===== src/rtl/rst_seq_gen_pkg.sv =====
// ---------------------------------------------------------------------------
// rst_seq_gen_pkg
//
// Purpose : Shared definitions for the reset generator / sequencer.
//           Holds the sequencer state type, default parameter values and
//           small constant-evaluation helpers used to size counters.
//
// Contents:
//   state_t         - sequencer state (ASSERT, RELEASE, IDLE)
//   DEF_N_OUT       - default number of sequenced reset outputs
//   DEF_STRETCH     - default minimum all-asserted stretch (cycles)
//   DEF_STAGE_GAP   - default gap between successive releases (cycles)
//   DEF_FILT        - default number of consecutive samples to accept ext req
//   clog2()         - ceiling log2, never smaller than 1 bit
//   max_int()       - larger of two integers
// ---------------------------------------------------------------------------
package rst_seq_gen_pkg;

    // ASSERT  : every output held high, stretch counter running
    // RELEASE : outputs dropping one at a time, gap counter running
    // IDLE    : all outputs released, waiting for the next request
    typedef enum logic [1:0] {
        ASSERT  = 2'd0,
        RELEASE = 2'd1,
        IDLE    = 2'd2
    } state_t;

    localparam int DEF_N_OUT     = 4;
    localparam int DEF_STRETCH   = 16;
    localparam int DEF_STAGE_GAP = 4;
    localparam int DEF_FILT      = 3;

    // Returns the number of bits needed to index 'value' distinct codes.
    // A minimum of one bit keeps degenerate parameter choices legal vectors.
    function automatic int clog2(input int value);
        int result;
        result = 1;
        while ((1 << result) < value) begin
            result = result + 1;
        end
        return result;
    endfunction

    function automatic int max_int(input int a, input int b);
        return (a > b) ? a : b;
    endfunction

endpackage


===== src/rtl/rst_seq_gen_filter.sv =====
// ---------------------------------------------------------------------------
// rst_req_filter
//
// Purpose : Brings the asynchronous external reset request into the clk
//           domain through a 2-flop synchroniser, then debounces it: the
//           request is only accepted after FILT consecutive synchronised
//           high samples. Any low sample throws the accumulated count away.
//
// Ports   :
//   clk          in   sole clock
//   rst          in   synchronous active-high reset, clears sync + counter
//   ext_rst_req  in   raw asynchronous request level
//   ext_f        out  filtered request, high while the count sits at FILT
// ---------------------------------------------------------------------------
module rst_req_filter
    import rst_seq_gen_pkg::*;
#(
    parameter int FILT = DEF_FILT
) (
    input  logic clk,
    input  logic rst,
    input  logic ext_rst_req,
    output logic ext_f
);

    localparam int              CW     = clog2(FILT + 1);
    localparam logic [CW-1:0]   FILT_C = CW'(FILT);

    logic          sync_a;
    logic          sync_b;
    logic [CW-1:0] cnt;

    // Synchroniser plus saturating run-length counter. The counter stops at
    // FILT so a long request keeps ext_f high instead of wrapping.
    always_ff @(posedge clk) begin
        if (rst) begin
            sync_a <= 1'b0;
            sync_b <= 1'b0;
            cnt    <= '0;
        end else begin
            sync_a <= ext_rst_req;
            sync_b <= sync_a;
            if (!sync_b) begin
                cnt <= '0;
            end else if (cnt != FILT_C) begin
                cnt <= cnt + CW'(1);
            end
        end
    end

    assign ext_f = (cnt == FILT_C);

endmodule


===== src/rtl/rst_seq_gen.sv =====
// ---------------------------------------------------------------------------
// rst_seq_gen
//
// Purpose : Reset generator and sequencer for one clock domain. Merges the
//           system reset, a filtered external request and a software pulse.
//           All outputs are held asserted until no request has been seen for
//           STRETCH cycles, then rst_out[0], rst_out[1], ... are released in
//           order with STAGE_GAP cycles between releases. A request at any
//           time re-asserts every output together and restarts the stretch.
//
// Ports   :
//   clk          in   sole clock
//   rst          in   synchronous active-high reset
//   ext_rst_req  in   asynchronous external request level (filtered inside)
//   sw_rst_req   in   one-cycle software request pulse, synchronous to clk
//   rst_out      out  N_OUT active-high block resets, bit 0 released first
//   busy         out  high whenever the sequencer is not IDLE
//   done         out  one-cycle pulse on the cycle after the last release
// ---------------------------------------------------------------------------
module rst_seq_gen
    import rst_seq_gen_pkg::*;
#(
    parameter int N_OUT     = DEF_N_OUT,
    parameter int STRETCH   = DEF_STRETCH,
    parameter int STAGE_GAP = DEF_STAGE_GAP,
    parameter int FILT      = DEF_FILT
) (
    input  logic             clk,
    input  logic             rst,
    input  logic             ext_rst_req,
    input  logic             sw_rst_req,
    output logic [N_OUT-1:0] rst_out,
    output logic             busy,
    output logic             done
);

    // One counter serves both the stretch and the inter-stage gap, so it is
    // sized for whichever of the two can run longer.
    localparam int CNT_W = clog2(max_int(STRETCH, STAGE_GAP * N_OUT) + 1);
    localparam int IDX_W = clog2(N_OUT);

    localparam logic [CNT_W-1:0] STRETCH_M1 = CNT_W'(STRETCH - 1);
    localparam logic [CNT_W-1:0] GAP_M1     = CNT_W'(STAGE_GAP - 1);
    localparam logic [IDX_W-1:0] LAST_IDX   = IDX_W'(N_OUT - 1);
    localparam logic [N_OUT-1:0] ALL_ONES   = '1;
    localparam logic [N_OUT-1:0] BIT0       = N_OUT'(1);
    localparam logic [N_OUT-1:0] FIRST_CLR  = ALL_ONES << 1;

    state_t           state;
    state_t           state_nx;
    logic [CNT_W-1:0] cnt;
    logic [CNT_W-1:0] cnt_nx;
    logic [IDX_W-1:0] idx;
    logic [IDX_W-1:0] idx_nx;
    logic [N_OUT-1:0] rst_out_nx;
    logic             done_nx;
    logic             ext_f;
    logic             req;

    rst_req_filter #(
        .FILT (FILT)
    ) u_filter (
        .clk         (clk),
        .rst         (rst),
        .ext_rst_req (ext_rst_req),
        .ext_f       (ext_f)
    );

    // rst itself is handled by the register reset branch below, which lands
    // in exactly the same place as any other request.
    assign req = ext_f | sw_rst_req;

    // State and output registers. rst_out and done are registered so the
    // downstream resets never see decode glitches.
    always_ff @(posedge clk) begin
        if (rst) begin
            state   <= ASSERT;
            cnt     <= '0;
            idx     <= '0;
            rst_out <= ALL_ONES;
            done    <= 1'b0;
        end else begin
            state   <= state_nx;
            cnt     <= cnt_nx;
            idx     <= idx_nx;
            rst_out <= rst_out_nx;
            done    <= done_nx;
        end
    end

    // Next-state logic. A request is checked first in every state so that it
    // wins over a release scheduled for the same edge; re-assertion therefore
    // always sets every output at once and suppresses the done pulse.
    always_comb begin
        state_nx   = state;
        cnt_nx     = cnt;
        idx_nx     = idx;
        rst_out_nx = rst_out;
        done_nx    = 1'b0;

        unique case (state)
            ASSERT: begin
                rst_out_nx = ALL_ONES;
                if (req) begin
                    cnt_nx = '0;
                end else if (cnt == STRETCH_M1) begin
                    cnt_nx     = '0;
                    rst_out_nx = FIRST_CLR;
                    if (N_OUT == 1) begin
                        state_nx = IDLE;
                        idx_nx   = '0;
                        done_nx  = 1'b1;
                    end else begin
                        state_nx = RELEASE;
                        idx_nx   = IDX_W'(1);
                    end
                end else begin
                    cnt_nx = cnt + CNT_W'(1);
                end
            end

            RELEASE: begin
                if (req) begin
                    state_nx   = ASSERT;
                    cnt_nx     = '0;
                    idx_nx     = '0;
                    rst_out_nx = ALL_ONES;
                end else if (cnt == GAP_M1) begin
                    cnt_nx     = '0;
                    rst_out_nx = rst_out & ~(BIT0 << idx);
                    if (idx == LAST_IDX) begin
                        state_nx = IDLE;
                        idx_nx   = '0;
                        done_nx  = 1'b1;
                    end else begin
                        idx_nx = idx + IDX_W'(1);
                    end
                end else begin
                    cnt_nx = cnt + CNT_W'(1);
                end
            end

            IDLE: begin
                rst_out_nx = '0;
                if (req) begin
                    state_nx   = ASSERT;
                    cnt_nx     = '0;
                    idx_nx     = '0;
                    rst_out_nx = ALL_ONES;
                end
            end

            default: begin
                state_nx   = ASSERT;
                cnt_nx     = '0;
                idx_nx     = '0;
                rst_out_nx = ALL_ONES;
            end
        endcase
    end

    assign busy = (state != IDLE);

endmodule

===== config.mk =====
export PLATFORM = sky130hd
export DESIGN_NAME = rst_seq_gen
export DESIGN_NICKNAME = d
export VERILOG_FILES = /design/src/rtl/rst_seq_gen_pkg.sv /design/src/rtl/rst_seq_gen_filter.sv /design/src/rtl/rst_seq_gen.sv
export SDC_FILE = /design/constraint.sdc
export NUM_CORES = 1
export LEC_CHECK = 0
export BUFFER_PORTS_ARGS = -buffer_cell sky130_fd_sc_hd__buf_2
export CAP_MARGIN = 10
export CORE_MARGIN = 3
export CORE_UTILIZATION = 40
export CTS_CLUSTER_DIAMETER = 120
export DETAILED_ROUTE_END_ITERATION = 10
export PLACE_DENSITY_LB_ADDON = 0.15
export SYNTH_ARGS = -nofsm -noshare
export SYNTH_HDL_FRONTEND = slang
export SYNTH_SLANG_ARGS = --single-unit

===== constraint.sdc =====
create_clock -name clk -period 2.3 [get_ports clk]
set_input_delay 0.46 -clock clk [delete_from_list [all_inputs] [get_ports clk]]
set_output_delay 0.46 -clock clk [all_outputs]
set_load 0.1 [all_outputs]

==> results of run 1 <==
-- critical path, delay by kind of cell (launching register included) --
kind          cells  cell delay (ns)
buf+inv           1             0.45
flops             1             0.60
simple gates      1             0.25
-- flip-flops by register name, indices dropped and copies added (netlist names) --
| register | flops |
|---|---|
| state | 2 |
| u_filter.sync_b | 1 |
| u_filter.cnt | 2 |
| rst_out | 4 |
| done | 1 |
| idx | 2 |
| cnt | 5 |
| u_filter.sync_a | 1 |
-- layer usage --
layer	global-route usage	vias up
met3	0.05995	2
met2	0.2390	10
met5	0	-
met1	0.1883	338
li1	-	388
met4	0.05394	0
-- power by group through the flow --
stage	Sequential (mW)	Clock, mW	Combinational (mW)
after floorplan	0.324	0	0.0134
after CTS	0.318	0.204	0.0201
after global routing	0.319	0.222	0.0231
final	0.318	0.196	0.0198
after global placement	0.325	0	0.0199
after detailed placement	0.325	0	0.0201
-- logic make-up after synthesis --
kind of cell / after synthesis
fa+ha+maj: 8
mux: 3
xor+xnor: 1
flops: 18
buf+inv: 10
compound gates: 20
simple gates: 45
-- layout make-up --
| class | count | area share |
|---|---|---|
| multi-input cells | 77 | 0.5048 |
| flip-flops and latches | 18 | 0.3478 |
| repair buffers | 11 | 0.05797 |
| clock buffers | 4 | 0.03502 |
| well taps | 27 | 0.03261 |
| inverters | 6 | 0.02174 |
-- stage by stage --
stage / cell area (um^2) / utilization / cells / hold slack [ns] / setup WS [ns]
global placement: 999.7 / 0.4802 / 139 / 0.4326 / 0.3539
floorplan: 929.6 / - / 105 / 0.4138 / 0.3606
CTS: 1036 / 0.4976 / 143 / 0.3666 / 0.2606
finish: 1036 / 0.4976 / 143 / 0.3728 / 0.2420
global route: 1036 / 0.4976 / 143 / 0.3627 / 0.06059
detailed placement: 999.7 / 0.4802 / 139 / 0.4302 / 0.3198
-- synth_stat cells, drive strengths merged --
master,n
nand4b,1
nor3b,1
a21oi,5
o21ai,6
nand2b,2
nor3,2
dfxtp,18
nand3,4
a21boi,1
mux2i,3
ha,8
or3,1
nand2,7
a22oi,1
inv,6
nor2,16
or4b,2
o31ai,3
buf,2
a31oi,2
or2,1
nor4b,2
xor2,1
or4,1
nand3b,2
clkbuf,2
a31o,1
a2111oi,1
nor2b,3
-- worst max-delay path by stage --
stage               slack, ns  depth (start not counted)            start      to
floorplan                0.36                          5         state[0]  cnt[2]
global route             0.06                          8           cnt[0]  cnt[3]
finish                   0.24                          2         state[0]    busy
detailed placement       0.32                          5           cnt[0]  idx[1]
CTS                      0.26                          2         state[0]    busy
global placement         0.35                          4  u_filter.cnt[0]  idx[1]
==> results.json, run 1 <==
{
  "worstMarginPinSlew_ns": 0.5677,
  "top_layer": "met4",
  "critPathCaptureType": "primary output",
  "switching_share": 0.2118,
  "post_cts_resized": 0,
  "drt_iter0_drc": 10,
  "whs_endpoint": "u_filter.sync_a",
  "cts_root_buf": "clkbuf_4",
  "regArea_um2": 360.3,
  "hold_viol": 0,
  "intPower_mw": 0.4205,
  "synth_mux_area_frac": 0.03230,
  "met1_length_um": 847,
  "max_clock_freq_mhz": 485.9,
  "cts_tree": "done",
  "ir_worst_vdd_mv": 0.3452,
  "fin_worst_skew_ns": 0.002266,
  "clk_latency_ns": 0.30,
  "wl_mm": 1.728,
  "clock-sinks": 18,
  "grt_antenna_before_repair": 0,
  "p_sw_mw": 0.1130,
  "cts-buffers-inserted": 3,
  "yosysTopAreaCellShare": 0.3876,
  "final.fill_count": 219,
  "die_w_um": 54.21,
  "dr_total_vias": 738,
  "finalSetupTns_ns": 0,
  "wl_per_cell_um": 12.08,
  "mostFrequentLayoutCells": "18 x dfxtp_1, 16 x nor2_1, 9 x buf_2",
  "port_buffers": 9,
  "critPathRequiredTime_ns": 1.84,
  "synth_top_family_by_area": "simple AND/OR/NAND/NOR gates",
  "cellLeakagePower_nw": 0.4052,
  "synth_compound_area_frac": 0.1386,
  "die_area_um2": 2939,
  "ys_warn_count": 0,
  "min_path_cells": 2,
  "drv_cap": 0,
  "synth_area_leader_cell": "dfxtp_1",
  "grt_use_total": 0.1524,
  "setup_viol_count_final": 0,
  "die_h_um": 54.21,
  "gp_congestion": 0.7550,
  "synth_fa_ha_area_frac": 0.1077,
  "cp-start-kind": "register",
  "ioPinCount": 10,
  "r2r_cells": 5,
  "drive_above_1_share": 0.1724,
  "drt_pass1_iterations": 4,
  "fin_crit_ns": 2.058,
  "drc": 0,
  "netlist_instances": 105,
  "period_share": 0.8948,
  "status": "complete, no violations",
  "wl_met2_um": 788,
  "ys_types": 32,
  "fp.coreArea_um2": 2082,
  "drv_slew": 0,
  "ys_seq_elements": 18,
  "pwr-share-clk": 0.367,
  "synthToLayoutAreaGrowth_pct": 11.44,
  "grt_overflow": 0,
  "multiInputGateArea_um2": 523.0,
  "viasPerCell": 5.161,
  "r2r_setup_slack_ns": 0.30,
  "grt_max_degree": 15,
  "ant_nets": 0,
  "crit_chain": "nand2b_1 -> buf_2",
  "clk_path_buf_depth": 2,
  "comb_power_share": 0.037,
  "first_global_vias": 719,
  "hpwlAfterDp_mm": 1.248,
  "r2r-start": "cnt[0]",
  "arrival_ns": 1.60,
  "row_count": 16,
  "hold_start": "ext_rst_req",
  "max_slew_margin": 0.6208,
  "grt_pass1_wl_mm": 3.174,
  "hp-class": "primary input to register",
  "post-cts-setup-buffers": 0,
  "yosys.area_share.simple": 0.2746,
  "layout_commonest_cell": "dfxtp_1",
  "seqPwrFrac": 0.595,
  "yosysSeqAreaShare": 0.3876,
  "synth_area_per_cell_um2": 8.854,
  "finalPower_mw": 0.5335,
  "diodes": 0,
  "synth_xor_area_frac": 0.009421,
  "cts_max_level": 1,
  "start_util": 0.4465,
  "cts_hold_buffers": 0,
  "wl_met3_um": 77,
  "crit_path_top_delay_cell": "dfxtp_1",
  "r2r-end": "idx[1]",
  "power.density_nw_per_um2": 514.9,
  "nets": 129,
  "path_clk_slew_ns": 0.10,
  "syn-num-nets": 117,
  "syn_area_um2": 929.6,
  "critPathMaxFanout": 14,
  "synth.area.top_cells": "dfxtp_1 39%, ha_1 11%, nor2_1 6.5%",
  "max_stage_delay_ns": 0.60,
  "critPathKind": "register to primary output",
  "grt_setup_unrepaired": "no"
}
Note: power is estimated with default switching activity, not from simulation.
==> run 2, diff against run 1 <==
==> constraint.sdc (replaced) <==
create_clock -name clk -period 2.3 [get_ports clk]
set_input_delay 0.46 -clock clk [delete_from_list [all_inputs] [get_ports clk]]
set_output_delay 0.46 -clock clk [all_outputs]
set_load 0.02 [all_outputs]
==> run 2 against run 1 <==
Compared with the run above:
- combinational power is essentially flat
- via count grew 3.8%
- clock-buffer cell count shrank 1
- power shrank 6.9%
- cell count is the same
- critical endpoint is now idx[1]
==> results.json, run 2 (synthesis gave the netlist of run 1 again) <==
{
  "status": "complete, no violations",
  "setup_viol_count_final": 0,
  "post_cts_resized": 0,
  "cts_max_level": 1,
  "port_buffers": 9,
  "hold_viol": 0,
  "whs_ns": 0.3801,
  "grt_max_degree": 14,
  "largest_register_ffs": 5,
  "finalPower_mw": 0.4968,
  "clk_path_buf_depth": 2,
  "path_clk_slew_ns": 0.11,
  "wl_mm": 1.842,
  "grt_overflow": 0,
  "top_register": "cnt",
  "ir_worst_vdd_mv": 0.2758,
  "final_util": 0.4946,
  "drive_above_1_share": 0.1724,
  "fin_worst_skew_ns": 0.01435,
  "top_layer": "met4",
  "drt_iter0_drc": 9,
  "place_inst": 140,
  "ant_nets": 0,
  "p_sw_mw": 0.1117,
  "fp.coreArea_um2": 2082,
  "met1_length_um": 887,
  "finalSetupTns_ns": 0,
  "cpLargestDelayFamily": "simple AND/OR/NAND/NOR gates",
  "die_w_um": 54.21,
  "design_area_um2": 1030,
  "mostFrequentLayoutCells": "18 x dfxtp_1, 16 x nor2_1, 9 x buf_2",
  "seqPwrFrac": 0.639,
  "path_buf_inv": 0,
  "fin_crit_ns": 1.996,
  "synthToLayoutAreaGrowth_pct": 10.77,
  "grt_pass1_wl_mm": 3.408,
  "r2r-end": "idx[1]",
  "regArea_um2": 360.3,
  "r2r_setup_slack_ns": 0.30,
  "hpwlAfterDp_mm": 1.301,
  "nets": 130,
  "drt_pass1_iterations": 4,
  "hp-class": "primary input to register",
  "arrival_ns": 2.24,
  "final.fill_count": 225,
  "layout_commonest_cell": "dfxtp_1",
  "gp_congestion": 0.7780,
  "critPathKind": "register to register",
  "multiInputGateArea_um2": 523.0,
  "fin_cells": 143,
  "layout_setup_ws_ns": 0.3035,
  "comb_power_share": 0.040,
  "cts_tree": "done",
  "max_stage_delay_ns": 0.50,
  "cellLeakagePower_nw": 0.4035,
  "min_path_cells": 2,
  "worstMarginPinSlew_ns": 0.5388,
  "drv_cap": 0,
  "drc": 0,
  "whs_endpoint": "u_filter.sync_a",
  "die_area_um2": 2939,
  "row_count": 16,
  "period_share": 0.8680,
  "grt_antenna_before_repair": 0,
  "wl_met2_um": 840,
  "clock-sinks": 18,
  "preCtsSetupSlack_ns": 0.3189,
  "start_util": 0.4465,
  "drv_slew": 0,
  "cp-start-kind": "register",
  "crit_path_top_delay_cell": "or4_1",
  "largestRegisters": "cnt: 5 flops, rst_out: 4 flops",
  "dr_total_vias": 766,
  "diodes": 0,
  "pwr-share-clk": 0.320,
  "wl_per_cell_um": 12.88,
  "intPower_mw": 0.3850,
  "switching_share": 0.2249,
  "max_clock_freq_mhz": 500.9,
  "ioPinCount": 10,
  "cts-buffers-inserted": 3,
  "grt_use_total": 0.1630,
  "r2r_cells": 5,
  "critPathCaptureType": "register",
  "die_h_um": 54.21,
  "critPathRequiredTime_ns": 2.54,
  "cts_root_buf": "clkbuf_4",
  "power.density_nw_per_um2": 482.4,
  "cts_hold_buffers": 0,
  "clk_latency_ns": 0.30,
  "wl_met3_um": 96,
  "post-cts-setup-buffers": 0,
  "crit_chain": "ha_1 -> nor4b_4 -> nor2_1 -> or4_1 -> a21oi_1",
  "hold_start": "ext_rst_req",
  "grt_setup_unrepaired": "no",
  "max_slew_margin": 0.6401,
  "placed_area_um2": 1007,
  "r2r-start": "cnt[0]",
  "critPathMaxFanout": 7,
  "first_global_vias": 751,
  "viasPerCell": 5.357
}
==> run 2: worst max path at each step <==
stage / slack, ns / to / depth (start not counted) / start
global placement: 0.36 / idx[1] / 4 / u_filter.cnt[0]
finish: 0.30 / idx[1] / 5 / cnt[0]
floorplan: 0.44 / idx[1] / 5 / u_filter.cnt[0]
global route: 0.07 / idx[0] / 5 / u_filter.cnt[0]
detailed placement: 0.32 / idx[1] / 5 / cnt[0]
CTS: 0.30 / idx[1] / 5 / cnt[0]
==> run 2: power by group through the flow <==
stage / clock (mW) / sequential, mW / combinational, mW
3_5_place_dp: 0 / 0.325 / 0.0202
2_1_floorplan: 0 / 0.324 / 0.0134
5_1_grt: 0.186 / 0.318 / 0.0229
3_3_place_gp: 0 / 0.325 / 0.0199
4_1_cts: 0.168 / 0.318 / 0.0203
6_report: 0.159 / 0.318 / 0.0201
==> run 2: cell type report <==
cell class              count  share of cell area
repair buffers             12             0.06561
clock buffers               3             0.02187
well taps                  27             0.03281
multi-input cells          77              0.5079
flip-flops and latches     18              0.3499
inverters                   6             0.02187
==> run 2: metal layers <==
metal  global-route usage  up-vias
li1                     -      393
met1               0.2010      354
met2               0.2590       17
met3              0.05722        2
met4              0.06224        0
met5                    0        -
==> run 3, diff against run 2 <==
--- a/config.mk
+++ b/config.mk
@@ -7,8 +7,7 @@
 export LEC_CHECK = 0
 export BUFFER_PORTS_ARGS = -buffer_cell sky130_fd_sc_hd__buf_2
 export CAP_MARGIN = 10
-export CORE_MARGIN = 3
-export CORE_UTILIZATION = 40
+export CORE_UTILIZATION = 45
 export CTS_CLUSTER_DIAMETER = 120
 export DETAILED_ROUTE_END_ITERATION = 10
 export PLACE_DENSITY_LB_ADDON = 0.15
==> run 3 against run 2 <==
Compared with the run above:
- global-route usage is 1.9 points higher
- register-to-register slack got worse by 0.04 ns
- worst setup slack worse by 0.045 ns
- sequential share of layout area is 0.46 points lower
- critical path depth stayed put
- cell area up 1.3%
- flip-flop and latch count unchanged
- cell count grew 0.70%
- critical path type unchanged
==> results.json, run 3 (synthesis gave the netlist of run 1 again) <==
{
  "hpwlAfterDp_mm": 1.297,
  "cp-start-kind": "register",
  "critPathRequiredTime_ns": 2.50,
  "crit_path_top_delay_cell": "or4b_4",
  "dr_total_vias": 761,
  "mostFrequentLayoutCells": "18 x dfxtp_1, 16 x nor2_1, 9 x buf_2",
  "final.fill_count": 201,
  "row_count": 16,
  "grt_pass1_wl_mm": 2.884,
  "cts-buffers-inserted": 3,
  "cts_tree": "done",
  "die_h_um": 47.45,
  "gp_congestion": 0.7850,
  "cts_root_buf": "clkbuf_4",
  "drive_above_1_share": 0.1795,
  "arrival_ns": 2.24,
  "viasPerCell": 5.285,
  "hold_viol": 0,
  "drv_slew": 0,
  "cts_hold_buffers": 0,
  "grt_use_total": 0.1815,
  "design_area_um2": 1044,
  "fp.coreArea_um2": 1942,
  "clock-sinks": 18,
  "port_buffers": 9,
  "max_clock_freq_mhz": 489.9,
  "drc": 0,
  "r2r_setup_slack_ns": 0.26,
  "max_slew_margin": 0.6433,
  "fin_worst_skew_ns": 0.002986,
  "drt_pass1_iterations": 4,
  "synthToLayoutAreaGrowth_pct": 12.25,
  "fin_crit_ns": 2.041,
  "post-cts-setup-buffers": 0,
  "start_util": 0.4787,
  "ioPinCount": 10,
  "ant_nets": 0,
  "layout_commonest_cell": "dfxtp_1",
  "period_share": 0.8875,
  "grt_setup_unrepaired": "no",
  "post_cts_resized": 0,
  "placed_area_um2": 1007,
  "wl_mm": 1.836,
  "critPathKind": "register to register",
  "grt_max_degree": 14,
  "first_global_vias": 660,
  "diodes": 0,
  "largestRegisters": "cnt: 5 flops, rst_out: 4 flops",
  "setup_viol_count_final": 0,
  "worstMarginPinSlew_ns": 0.5340,
  "status": "complete, no violations",
  "drv_cap": 0,
  "hp-class": "primary input to register",
  "critPathMaxFanout": 9,
  "finalSetupTns_ns": 0,
  "nets": 130,
  "grt_antenna_before_repair": 0,
  "max_stage_delay_ns": 0.61,
  "crit_chain": "ha_1 -> or4b_4 -> nor2_1 -> nor2_1 -> o31ai_1",
  "grt_overflow": 0,
  "wl_per_cell_um": 12.75,
  "power.density_nw_per_um2": 508.0,
  "die_area_um2": 2252,
  "clk_latency_ns": 0.29,
  "ir_worst_vdd_mv": 0.2428,
  "crit_top_cell": "nor2_1",
  "cts_max_level": 1,
  "top_register": "cnt",
  "clk_path_buf_depth": 2,
  "drt_iter0_drc": 19,
  "path_clk_slew_ns": 0.10,
  "die_w_um": 47.45,
  "critPathCaptureType": "register",
  "cellLeakagePower_nw": 0.4107,
  "largest_register_ffs": 5
}
[run 3: path summary, 6_finish.rpt]
check	start	end	cells past startpoint
max	u_filter.cnt[0]	idx[0]	5
min	ext_rst_req	u_filter.sync_a	2
max reg2reg	u_filter.cnt[0]	idx[0]	5
min reg2reg	u_filter.sync_a	u_filter.sync_b	1
[run 3: routing by layer]
layer  up-vias  share of wire  GRT usage  wire (um)
li1        391              -          -          -
met1       345           0.48     0.2379        885
met2        23           0.46     0.2932        845
met3         2          0.050    0.03774         92
met4         0         0.0071    0.06857         13
met5         -              0          0          0
[run 3: final cells by class]
class                   instances  area (um^2)  share of cell area
multi-input cells              77        523.0              0.5012
flip-flops and latches         18        360.3              0.3453
well taps                      27        33.78             0.03237
clock buffers                   4        36.28             0.03477
repair buffers                 12        67.56             0.06475
inverters                       6        22.52             0.02158
[run 3: critical path: cells and delay by family, from the launching register on]
family	cells	cell delay, ns
flip-flops	1	0.34
AO/OA/AOI/OAI	1	0.24
adder cells (fa/ha/maj)	1	0.32
AND/OR/NAND/NOR	3	1.05
[run 3: per-stage QoR]
stage	setup WS (ns)	util	power [mW]	std cells	hold WS [ns]
after floorplan	0.4364	-	0.3378	105	0.4138
after CTS	0.2714	0.5374	0.5386	144	0.3902
after detailed placement	0.3173	0.5187	0.3452	140	0.4500
final	0.2587	0.5374	0.5301	144	0.3891
after global placement	0.3230	0.5187	0.3448	140	0.4301
after global routing	0.1145	0.5374	0.5563	144	0.3878
[run 3: power breakdown]
group | internal [mW] | total (mW) | switching, mW
combinational | 0.00880 | 0.0204 | 0.0116
clock | 0.0963 | 0.192 | 0.0958
sequential | 0.315 | 0.318 | 0.00228
